<file path="src/rtl/pipe_hazard_ctrl_pkg.sv">
// Shared definitions for the pipeline hazard controller: FSM state encoding
// and the reset active level.
package pipe_hazard_ctrl_pkg;

  typedef enum logic [1:0] {
    ST_RUN   = 2'd0,
    ST_PEND  = 2'd1,
    ST_FLUSH = 2'd2
  } state_e;

  localparam logic RST_ACTIVE = 1'b0;

endpackage

</file>
<file path="src/rtl/pipe_hazard_ctrl_if.sv">
// Request/response bundle between the pipeline stages and the hazard controller.
// perf_cnt exists only when STALL_PERF_EN is defined.
interface pipe_hazard_ctrl_if #(
  parameter int NUM_STAGES = 5
`ifdef STALL_PERF_EN
  ,
  parameter int CNT_W = 32
`endif
);
  logic [NUM_STAGES-1:0] stall_req;
  logic [NUM_STAGES-1:0] flush_req;
  logic [NUM_STAGES-1:0] stall_out;
  logic [NUM_STAGES-1:0] bubble_out;
  logic [NUM_STAGES-1:0] flush_out;
  logic                  busy;
  logic                  wdt_trip;
`ifdef STALL_PERF_EN
  logic [NUM_STAGES*CNT_W-1:0] perf_cnt;
`endif

  modport master (
    output stall_req, flush_req,
    input  stall_out, bubble_out, flush_out, busy, wdt_trip
`ifdef STALL_PERF_EN
    ,
    input  perf_cnt
`endif
  );

  modport slave (
    input  stall_req, flush_req,
    output stall_out, bubble_out, flush_out, busy, wdt_trip
`ifdef STALL_PERF_EN
    ,
    output perf_cnt
`endif
  );

endinterface

</file>
<file path="src/rtl/pipe_hazard_ctrl_stall_watchdog.sv">
// Stall timeout counter: counts consecutive stalled cycles, raises a sticky
// trip flag when the count reaches LIMIT (LIMIT==0 never trips).
module stall_watchdog #(
  parameter int LIMIT = 1024,
  parameter int W     = 11
) (
  input  logic clk,
  input  logic rst,
  input  logic stall_any,
  output logic trip
);

  logic [W-1:0] cnt_q, cnt_d;
  logic         trip_q;

  // Saturate at LIMIT so a very long stall cannot wrap back below it.
  always_comb begin
    cnt_d = cnt_q;
    if (!stall_any) begin
      cnt_d = '0;
    end else if (cnt_q != W'(LIMIT)) begin
      cnt_d = cnt_q + 1'b1;
    end
  end

  always_ff @(posedge clk or negedge rst) begin
    if (!rst) begin
      cnt_q  <= '0;
      trip_q <= 1'b0;
    end else begin
      cnt_q <= cnt_d;
      if ((LIMIT != 0) && stall_any && (cnt_d == W'(LIMIT))) begin
        trip_q <= 1'b1;
      end
    end
  end

  assign trip = trip_q;

endmodule

</file>
<file path="src/rtl/pipe_hazard_ctrl.sv">
// Pipeline stall/flush controller: freeze/bubble/flush masks, deferred flush FSM,
// stall watchdog. Optional per-stage stall counters under `STALL_PERF_EN`.
module pipe_hazard_ctrl
  import pipe_hazard_ctrl_pkg::*;
#(
  parameter int NUM_STAGES   = 5,
  parameter int FLUSH_CYCLES = 1,
  parameter int WDT_LIMIT    = 1024
`ifdef STALL_PERF_EN
  ,
  parameter int CNT_W        = 32
`endif
) (
  input  logic                clk,
  input  logic                rst,
  pipe_hazard_ctrl_if.slave   bus
);

  localparam int SW        = $clog2(NUM_STAGES);
  localparam int FCW       = (FLUSH_CYCLES > 1) ? $clog2(FLUSH_CYCLES) : 1;
  localparam int WDT_W     = (WDT_LIMIT > 0) ? $clog2(WDT_LIMIT + 1) : 1;
  localparam logic [FCW-1:0] FLUSH_LOAD = FCW'(FLUSH_CYCLES - 1);

  logic [NUM_STAGES-1:0] stall_req, flush_req;
  logic [NUM_STAGES-1:0] raw_stall, bubble_raw, fmask, stall_fin;
  logic [SW-1:0]         f_idx, f_eff;
  logic                  flush_valid, rst_ok;

  state_e                state_q;
  logic [NUM_STAGES-1:0] mask_q, flush_q;
  logic [SW-1:0]         f_q;
  logic [FCW-1:0]        cnt_q;
  logic                  busy_q;

  assign stall_req = bus.stall_req;
  assign flush_req = bus.flush_req;
  assign rst_ok    = (rst != RST_ACTIVE);

  // raw_stall[k]: some stage at or above k stalls, so k is frozen.
  // fmask[k]: some stage above k (never stage 0) redirects, so k is killed.
  for (genvar gi = 0; gi < NUM_STAGES; gi++) begin : g_mask
    assign raw_stall[gi] = |(stall_req >> gi);
    assign fmask[gi]     = |(flush_req >> (gi + 1));
    if (gi == 0) begin : g_b0
      assign bubble_raw[gi] = 1'b0;
    end else begin : g_bn
      assign bubble_raw[gi] = stall_req[gi-1] & ~(|(stall_req >> gi));
    end
  end

  always_comb begin
    f_idx = '0;
    for (int k = 1; k < NUM_STAGES; k++) begin
      if (flush_req[k]) f_idx = SW'(k);
    end
  end

  assign flush_valid = fmask[0];
  assign f_eff       = (flush_valid && (f_idx > f_q)) ? f_idx : f_q;
  assign stall_fin   = raw_stall & ~flush_q;

  always_ff @(posedge clk or negedge rst) begin
    if (!rst) begin
      state_q <= ST_RUN;
      mask_q  <= '0;
      flush_q <= '0;
      f_q     <= '0;
      cnt_q   <= '0;
      busy_q  <= 1'b0;
    end else begin
      case (state_q)
        ST_RUN: begin
          if (flush_valid) begin
            mask_q <= fmask;
            busy_q <= 1'b1;
            if (!raw_stall[f_idx]) begin
              state_q <= ST_FLUSH;
              cnt_q   <= FLUSH_LOAD;
              flush_q <= fmask;
            end else begin
              state_q <= ST_PEND;
              f_q     <= f_idx;
            end
          end
        end
        ST_PEND: begin
          // Later redirects merge in; the oldest redirect decides when we may go.
          mask_q <= mask_q | fmask;
          f_q    <= f_eff;
          if (!raw_stall[f_eff]) begin
            state_q <= ST_FLUSH;
            cnt_q   <= FLUSH_LOAD;
            flush_q <= mask_q | fmask;
          end
        end
        ST_FLUSH: begin
          // A flush blocked by a freeze while already flushing is not retained.
          if (flush_valid && !raw_stall[f_idx]) begin
            mask_q  <= mask_q | fmask;
            flush_q <= mask_q | fmask;
            cnt_q   <= FLUSH_LOAD;
          end else if (cnt_q == '0) begin
            state_q <= ST_RUN;
            mask_q  <= '0;
            flush_q <= '0;
            busy_q  <= 1'b0;
          end else begin
            cnt_q <= cnt_q - 1'b1;
          end
        end
        default: begin
          state_q <= ST_RUN;
          mask_q  <= '0;
          flush_q <= '0;
          busy_q  <= 1'b0;
        end
      endcase
    end
  end

  assign bus.stall_out  = rst_ok ? stall_fin  : '0;
  assign bus.bubble_out = rst_ok ? bubble_raw : '0;
  assign bus.flush_out  = flush_q;
  assign bus.busy       = busy_q;

  stall_watchdog #(
    .LIMIT (WDT_LIMIT),
    .W     (WDT_W)
  ) u_wdt (
    .clk       (clk),
    .rst       (rst),
    .stall_any (|stall_req),
    .trip      (bus.wdt_trip)
  );

`ifdef STALL_PERF_EN
  logic [CNT_W-1:0]            perf_q [NUM_STAGES];
  logic [NUM_STAGES*CNT_W-1:0] perf_flat;

  always_ff @(posedge clk or negedge rst) begin
    if (!rst) begin
      for (int k = 0; k < NUM_STAGES; k++) perf_q[k] <= '0;
    end else begin
      for (int k = 0; k < NUM_STAGES; k++) begin
        if (stall_fin[k] && (perf_q[k] != '1)) perf_q[k] <= perf_q[k] + 1'b1;
      end
    end
  end

  always_comb begin
    perf_flat = '0;
    for (int k = 0; k < NUM_STAGES; k++) perf_flat[k*CNT_W +: CNT_W] = perf_q[k];
  end

  assign bus.perf_cnt = perf_flat;
`endif

endmodule

</file>
<file path="src/flat_wrapper.sv">
// flat-port wrapper written by rule: the top's interface ports become plain ports
module pipe_hazard_ctrl_flat import pipe_hazard_ctrl_pkg::*;
#(
  parameter int NUM_STAGES   = 5,
  parameter int FLUSH_CYCLES = 1,
  parameter int WDT_LIMIT    = 1024

)
  (clk, rst, bus_stall_req, bus_flush_req, bus_stall_out, bus_bubble_out, bus_flush_out, bus_busy, bus_wdt_trip);
  pipe_hazard_ctrl_if #(.NUM_STAGES(NUM_STAGES)) bus_i ();
  input  logic clk;
  input  logic rst;
  input wire logic [$bits(bus_i.stall_req)-1:0] bus_stall_req;
  input wire logic [$bits(bus_i.flush_req)-1:0] bus_flush_req;
  output wire logic [$bits(bus_i.stall_out)-1:0] bus_stall_out;
  output wire logic [$bits(bus_i.bubble_out)-1:0] bus_bubble_out;
  output wire logic [$bits(bus_i.flush_out)-1:0] bus_flush_out;
  output wire logic [$bits(bus_i.busy)-1:0] bus_busy;
  output wire logic [$bits(bus_i.wdt_trip)-1:0] bus_wdt_trip;
  assign bus_i.stall_req = bus_stall_req;
  assign bus_i.flush_req = bus_flush_req;
  assign bus_stall_out = bus_i.stall_out;
  assign bus_bubble_out = bus_i.bubble_out;
  assign bus_flush_out = bus_i.flush_out;
  assign bus_busy = bus_i.busy;
  assign bus_wdt_trip = bus_i.wdt_trip;
  pipe_hazard_ctrl #(.NUM_STAGES(NUM_STAGES), .FLUSH_CYCLES(FLUSH_CYCLES), .WDT_LIMIT(WDT_LIMIT)) u_core (.clk(clk), .rst(rst), .bus(bus_i));
endmodule
</file>
<file path="config.mk">
export PLATFORM = sky130hd
export DESIGN_NAME = pipe_hazard_ctrl_flat
export DESIGN_NICKNAME = d
export VERILOG_FILES = /design/src/rtl/pipe_hazard_ctrl_pkg.sv /design/src/rtl/pipe_hazard_ctrl_if.sv /design/src/rtl/pipe_hazard_ctrl_stall_watchdog.sv /design/src/rtl/pipe_hazard_ctrl.sv /design/src/flat_wrapper.sv
export SDC_FILE = /design/constraint.sdc
export NUM_CORES = 1
export LEC_CHECK = 0
export BUFFER_PORTS_ARGS = -buffer_cell sky130_fd_sc_hd__buf_2
export CAP_MARGIN = 20
export CELL_PAD_IN_SITES_DETAIL_PLACEMENT = 1
export CELL_PAD_IN_SITES_GLOBAL_PLACEMENT = 2
export CORE_MARGIN = 4
export CORE_UTILIZATION = 34
export CTS_CLUSTER_DIAMETER = 50
export DETAILED_ROUTE_END_ITERATION = 6
export PLACE_DENSITY_LB_ADDON = 0.3
export RECOVER_POWER = 50
export SLEW_MARGIN = 20
export SYNTH_ARGS = -nofsm -noshare
export SYNTH_HDL_FRONTEND = slang
export SYNTH_SLANG_ARGS = --single-unit
</file>
<file path="constraint.sdc">
create_clock -name clk -period 3.3 [get_ports clk]
set_input_delay 0.165 -clock clk [delete_from_list [all_inputs] [get_ports clk]]
set_output_delay 0.165 -clock clk [all_outputs]
set_load 0.03 [all_outputs]
</file>
==> impl_metrics.ini, run 1 <==
[logic_synthesis]
yosys.area.top_type_share_pct = 38.9
synth_cells = 199
yosys_most_used_dff = dfrtp_1
ys_ff_latch = 28
synth_nets = 216
synth_edf_count = 0
synth_area_leaders = dfrtp_1 39%, nor2_1 5.4%, a21oi_1 3.9%, ha_1 3.5%, xor2_1 2.9%
yosysWarnings = 0
avgSynthCellArea_um2 = 9.05
ys_types = 56
synth_area_leader_cell = dfrtp_1
ys_seq_area_share_pct = 38.9
async_flop_share_pct = 100
synth_area_mm2 = 0.00180

[critical_path]
cp.arrival_ns = 3.01
crit_start = u_core.f_q[2]
critPathMaxFanout = 6
start_kind = flip-flop
crit_path_cell_trace = inv_1, ha_1, and2b_1, a221oi_1, or2_1, a221o_1, o211ai_4, a22oi_1, mux2_1
reg2reg_slack_ns = 0.46
crit_type = reg2reg
timing.rr.end = u_core.bus.flush_out[1]
crit_path_end_kind = flip-flop
crit_slowest_cell = a221oi_1
reg2reg_depth = 9
critPathRequiredTime_ns = 3.47
worst-path-buf-inv = 1
critPathTopFamily = compound AO/OA/AOI/OAI gates
slowest_delay_ns = 0.42
r2r-start = u_core.f_q[2]

[timing]
setup_viol_count_final = 0
post-route-period-util_pct = 86.0
finalHoldViolCount = 0
skew_ns = 0.00429
tns_ns = 0
max_freq_ghz = 0.353
slew_viol_final = 0
hold_slack_ns = 0.288
fin_crit_ns = 2.84
rsz0062_at_grt = no
tightestPinTransition_ns = 1.43
slew_headroom_pct = 4.74

[min_path]
hp-class = in2reg
worstHoldEndpoint = u_core.mask_q[3]
worstHoldStart = bus_flush_req[4]
hold_depth = 3

[clock_network]
ctsHoldBuffers = 1
clk_pin_slew_ns = 0.10
cts_buffer_depth = 2
cts.repair.resized = 0
post-cts-setup-buffer-count = 0
numCtsBuffers = 3
clock_latency_ns = 0.28
tritoncts = done
cts-root-buf = clkbuf_8
htreeDepth = 1
cts_sinks = 28

[grt]
grt_max_degree = 28
grt_usage_pct = 16.2
gr-usage-met1_pct = 20.8
grt_pass1_vias = 1638
top_usage_layer = met2
antenna_found_initial = 0
grt_pass1_wl_mm = 8.23
use_met2_pct = 28.3
met3_usage_pct = 2.00
grt.overflow.total = 0

[outcome]
outcome = finished clean

[floorplan]
core-area_mm2 = 0.00511
die_w_um = 80.8
initial_utilization_pct = 35.3
rows = 26
ios = 29
die_h_um = 80.8
design.die.area_mm2 = 0.00653

[drt]
viasPerCell = 5.29
antenna_left = 0
num_vias = 1577
drtPass1Iterations = 5
wl_per_cell_um = 16.1
wirelength_mm = 4.80
drc = 0
drtIter0Drc = 66

[layout]
area_growth_pct = 16.0
diodes = 0
layout.nets = 246
layout-drive-gt1-share_pct = 16.7
stdcell_count = 298
stdcell_area_mm2 = 0.00209

[placement]
dpl-instance-area_mm2 = 0.00202
io_buffer_count = 26
place_congestion = 0.778
placed_cells = 293
dp_hpwl_mm = 3.66

[job]
drv_cap = 0

[pwr]
p_total_uw = 1750
leakagePower_uw = 0.000945
powerDensity_mw_per_mm2 = 835
ir_drop_mv = 0.266
-- worst reg2reg max path, delay by kind of cell (launching register included) --
family / cells / cell delay (ns)
buf+inv: 1 / 0.07
mux: 1 / 0.35
simple gates: 2 / 0.51
compound gates: 4 / 1.11
fa+ha+maj: 1 / 0.32
flops: 1 / 0.38
-- sequential cells by signal, summed over array words and instances (netlist names) --
| name | count |
|---|---|
| u_core.u_wdt.cnt_q | 11 |
| u_core.bus.flush_out | 5 |
| u_core.mask_q | 5 |
| u_core.f_q | 3 |
| u_core.state_q | 2 |
| u_core.bus.busy | 1 |
| u_core.u_wdt.trip | 1 |
-- worst max path at each step --
stage	cells past startpoint	end	slack, ns
5_1_grt	5	bus_stall_out[2]	0.27
3_5_place_dp	11	u_core.bus.flush_out[0]	0.50
6_report	9	u_core.bus.flush_out[1]	0.46
3_3_place_gp	11	u_core.bus.flush_out[0]	0.53
2_1_floorplan	11	u_core.bus.flush_out[0]	0.82
4_1_cts	9	u_core.bus.flush_out[1]	0.46
-- cell type report --
type	instances	area [µm²]
flip-flops and latches	28	701
repair buffers	32	168
fillers	647	3020
well taps	70	87.6
clock inverters	1	30.0
multi-input cells	153	1020
inverters	11	41.3
clock buffers	3	41.3
-- Yosys cell counts (2+ instances only) --
cell type and count:
o32ai_1 2, and3_1 7, nor4b_1 2, xnor2_1 2, nor4_1 2, dfrtp_1 28
nand4_1 2, inv_1 11, nand2_1 10, a211oi_1 2, nor2b_1 4, mux2i_1 3
ha_1 5, nor3b_1 4, nand2b_1 2, a22oi_1 2, nand3_1 7, a221o_1 2
a31oi_1 2, o21bai_1 2, a21o_1 4, a21oi_1 14, clkbuf_1 5, xor2_1 6
nor3_1 6, o21ai_0 5, nor2_1 26, and3b_1 2, mux2_2 3
-- routing by layer --
layer / share of wire [%] / vias up / wire length, µm
li1: - / 771 / -
met1: 46 / 781 / 2210
met2: 50 / 21 / 2410
met3: 2.6 / 4 / 124
met4: 1.2 / 0 / 57
met5: 0 / - / 0
-- where the power goes --
| part | switching, µW | internal [µW] |
|---|---|---|
| logic | 493 | 338 |
| registers | 160 | 478 |
| clock network | 114 | 163 |
-- through the flow --
stage | worst slack [ns] | utilization (%)
3_3_place_gp | 0.532 | 39.5
4_1_cts | 0.464 | 41.1
6_report | 0.463 | 40.9
3_5_place_dp | 0.496 | 39.5
2_1_floorplan | 0.820 | -
5_1_grt | 0.266 | 40.9
-- kinds of logic after synthesis --
group | synth area share (%)
and+or+nand+nor | 25.8
AOI/OAI and AO/OA | 18.3
DFF | 38.9
buffers and inverters | 4.38
xor gates and xnor gates | 3.89
muxes | 5.00
adders and majority gates | 3.47
other | 0.208
-- layout by cell type, fill, tap and decap left out, types with 3 or more instances in the layout --
master	n
nand2_1	10
mux2_2	3
inv_1	11
a21o_1	4
dfrtp_1	28
clkbuf_1	8
nor3b_1	4
o21ai_0	5
ha_1	5
buf_4	5
a21oi_1	14
nor2_1	26
buf_2	18
mux2i_1	3
and3_1	7
nand3_1	7
clkbuf_8	3
nor3_1	6
nor2b_1	4
xor2_1	6
No activity file was read; power rests on OpenSTA's default activity.
==> inputs of run 2 (changes only) <==
--- a/config.mk
+++ b/config.mk
@@ -7,10 +7,8 @@
 export LEC_CHECK = 0
 export BUFFER_PORTS_ARGS = -buffer_cell sky130_fd_sc_hd__buf_2
 export CAP_MARGIN = 20
-export CELL_PAD_IN_SITES_DETAIL_PLACEMENT = 1
-export CELL_PAD_IN_SITES_GLOBAL_PLACEMENT = 2
 export CORE_MARGIN = 4
-export CORE_UTILIZATION = 34
+export CORE_UTILIZATION = 50
 export CTS_CLUSTER_DIAMETER = 50
 export DETAILED_ROUTE_END_ITERATION = 6
 export PLACE_DENSITY_LB_ADDON = 0.3
==> run 2 against run 1 <==
  * Sequential share of layout area is 1.2 points higher
  * The run now ends with capacitance limit, slew limit left
  * First-iteration DRC count is 64% higher
  * Global-route usage up 2.7 points
  * Non-clock buffer count shrank 3
  * Wire length down 17%
  * Highest routed layer unchanged
  * Clock power is 17% lower
  * Maximum frequency up 2.6%
==> impl_metrics.ini, run 2 (same netlist as run 1, synthesis figures left out) <==
[outcome]
outcome = complete, but fails checks
violations = capacitance limit, slew limit

[floorplan]
initial_utilization_pct = 52.7
core-area_mm2 = 0.00342
rows = 21
die_w_um = 68.0
ios = 29
design.die.area_mm2 = 0.00463
die_h_um = 68.0

[layout]
largest_register_ffs = 11
diodes = 0
multi_input_area_mm2 = 0.00102
layout.nets = 243
area_growth_pct = 12.2
final_cell_mix = 28 x dfrtp_1, 26 x nor2_1, 19 x buf_2, 14 x a21oi_1, 11 x inv_1
layout-drive-gt1-share_pct = 16.0
regArea_um2 = 701
fillers = 308
regMostFlops = u_core.u_wdt.cnt_q
final_common_cell = dfrtp_1

[timing]
slew_viol_final = 38
slew_headroom_pct = -20.7
rsz0062_at_grt = no
hold_slack_ns = 0.226
setup_viol_count_final = 0
skew_ns = 0.00198
finalHoldViolCount = 0
tightestPinTransition_ns = 1.81
tns_ns = 0
fin_crit_ns = 2.76
post-route-period-util_pct = 83.8
max_freq_ghz = 0.362

[clock_network]
cts.repair.resized = 0
numCtsBuffers = 3
htreeDepth = 1
post-cts-setup-buffer-count = 0
cts-root-buf = clkbuf_4
cts_buffer_depth = 2
cts_sinks = 28
clock_latency_ns = 0.33
tritoncts = done
clk_pin_slew_ns = 0.15

[critical_path]
crit_slowest_cell = dfrtp_1
reg2reg_slack_ns = 0.54
crit_path_end_kind = flip-flop
start_kind = flip-flop
critPathRequiredTime_ns = 3.54
critPathMaxFanout = 6
crit_path_cell_trace = inv_1, ha_1, and2b_1, a221oi_1, a31oi_1, a221o_1, o211ai_4, a211oi_1, a2111o_1
slowest_delay_ns = 0.41
crit_type = reg2reg
cp.arrival_ns = 3.00

[drt]
drtPass1Iterations = 4
drtIter0Drc = 108
antenna_left = 0
wl_per_cell_um = 14.7
drc = 0
viasPerCell = 5.74
num_vias = 1555
wirelength_mm = 4.00

[job]
drv_cap = 1

[grt]
grt_usage_pct = 18.9
grt_max_degree = 38
grt_pass1_vias = 1436
grt_pass1_wl_mm = 6.68
antenna_found_initial = 0
grt.overflow.total = 0

[placement]
place_congestion = 0.887
io_buffer_count = 26
dp_hpwl_mm = 3.01

[pwr]
leakagePower_uw = 0.000928
powerDensity_mw_per_mm2 = 828
ir_drop_mv = 0.496

[min_path]
hp-class = in2reg
run 2: metal layers:
metal	part of all wire [%]	wire [µm]	global-route usage [%]
met5	0	0	0
met4	1.0	40	5.71
met3	5.2	208	3.45
met2	45	1800	28.3
met1	49	1950	27.5
run 2: power breakdown:
group	leakage [µW]	internal [µW]	switching (µW)	total (µW)
registers	0.000339	477	155	632
clock network	0.0000279	123	106	229
logic	0.000561	336	476	812
run 2: stage by stage:
step | setup WS [ns] | cell area, µm² | util (%) | power (µW) | instances
finish | 0.536 | 2020 | 59.2 | 1670 | 271
global route | 0.295 | 2020 | 59.2 | 1820 | 271
CTS | 0.552 | 2030 | 59.4 | 1680 | 271
detailed placement | 0.574 | 1970 | 57.6 | 1450 | 266
global placement | 0.600 | 1970 | 57.6 | 1430 | 266
floorplan | 0.820 | 1800 | - | 1270 | 199
run 2: cell type report:
class / instances / area share [%]
inverter: 11 / 2.04
timing repair buffer: 29 / 7.24
tap: 46 / 2.85
sequential: 28 / 34.7
clock inverter: 1 / 1.49
multi-input combinational: 153 / 50.6
clock buffer: 3 / 1.11
run 2: worst max-delay path: cells and delay by family (launching register included):
| family | cells | cell delay [ns] |
|---|---|---|
| DFF | 1 | 0.41 |
| and+or+nand+nor | 1 | 0.18 |
| AOI/OAI and AO/OA | 6 | 1.68 |
| adders and majority gates | 1 | 0.33 |
| buffers and inverters | 1 | 0.07 |
run 2: path summary, 6_finish.rpt:
check                                   from                 endpoint  depth (start not counted)
hold reg to reg            u_core.u_wdt.trip        u_core.u_wdt.trip                          2
min in group asynchronous                rst    u_core.u_wdt.cnt_q[8]                          2
setup / recovery               u_core.f_q[2]  u_core.bus.flush_out[0]                          9
hold / removal              bus_flush_req[4]         u_core.mask_q[3]                          3
setup reg to reg               u_core.f_q[2]  u_core.bus.flush_out[0]                          9
max in group asynchronous                rst         u_core.mask_q[2]                          2
run 2: what timing repair did:
| item | CTS | global route |
|---|---|---|
| setup endpoints to repair | 0 | 0 |
| hold buffers | 1 | 0 |
| endpoints found under the hold margin | 28 | 0 |
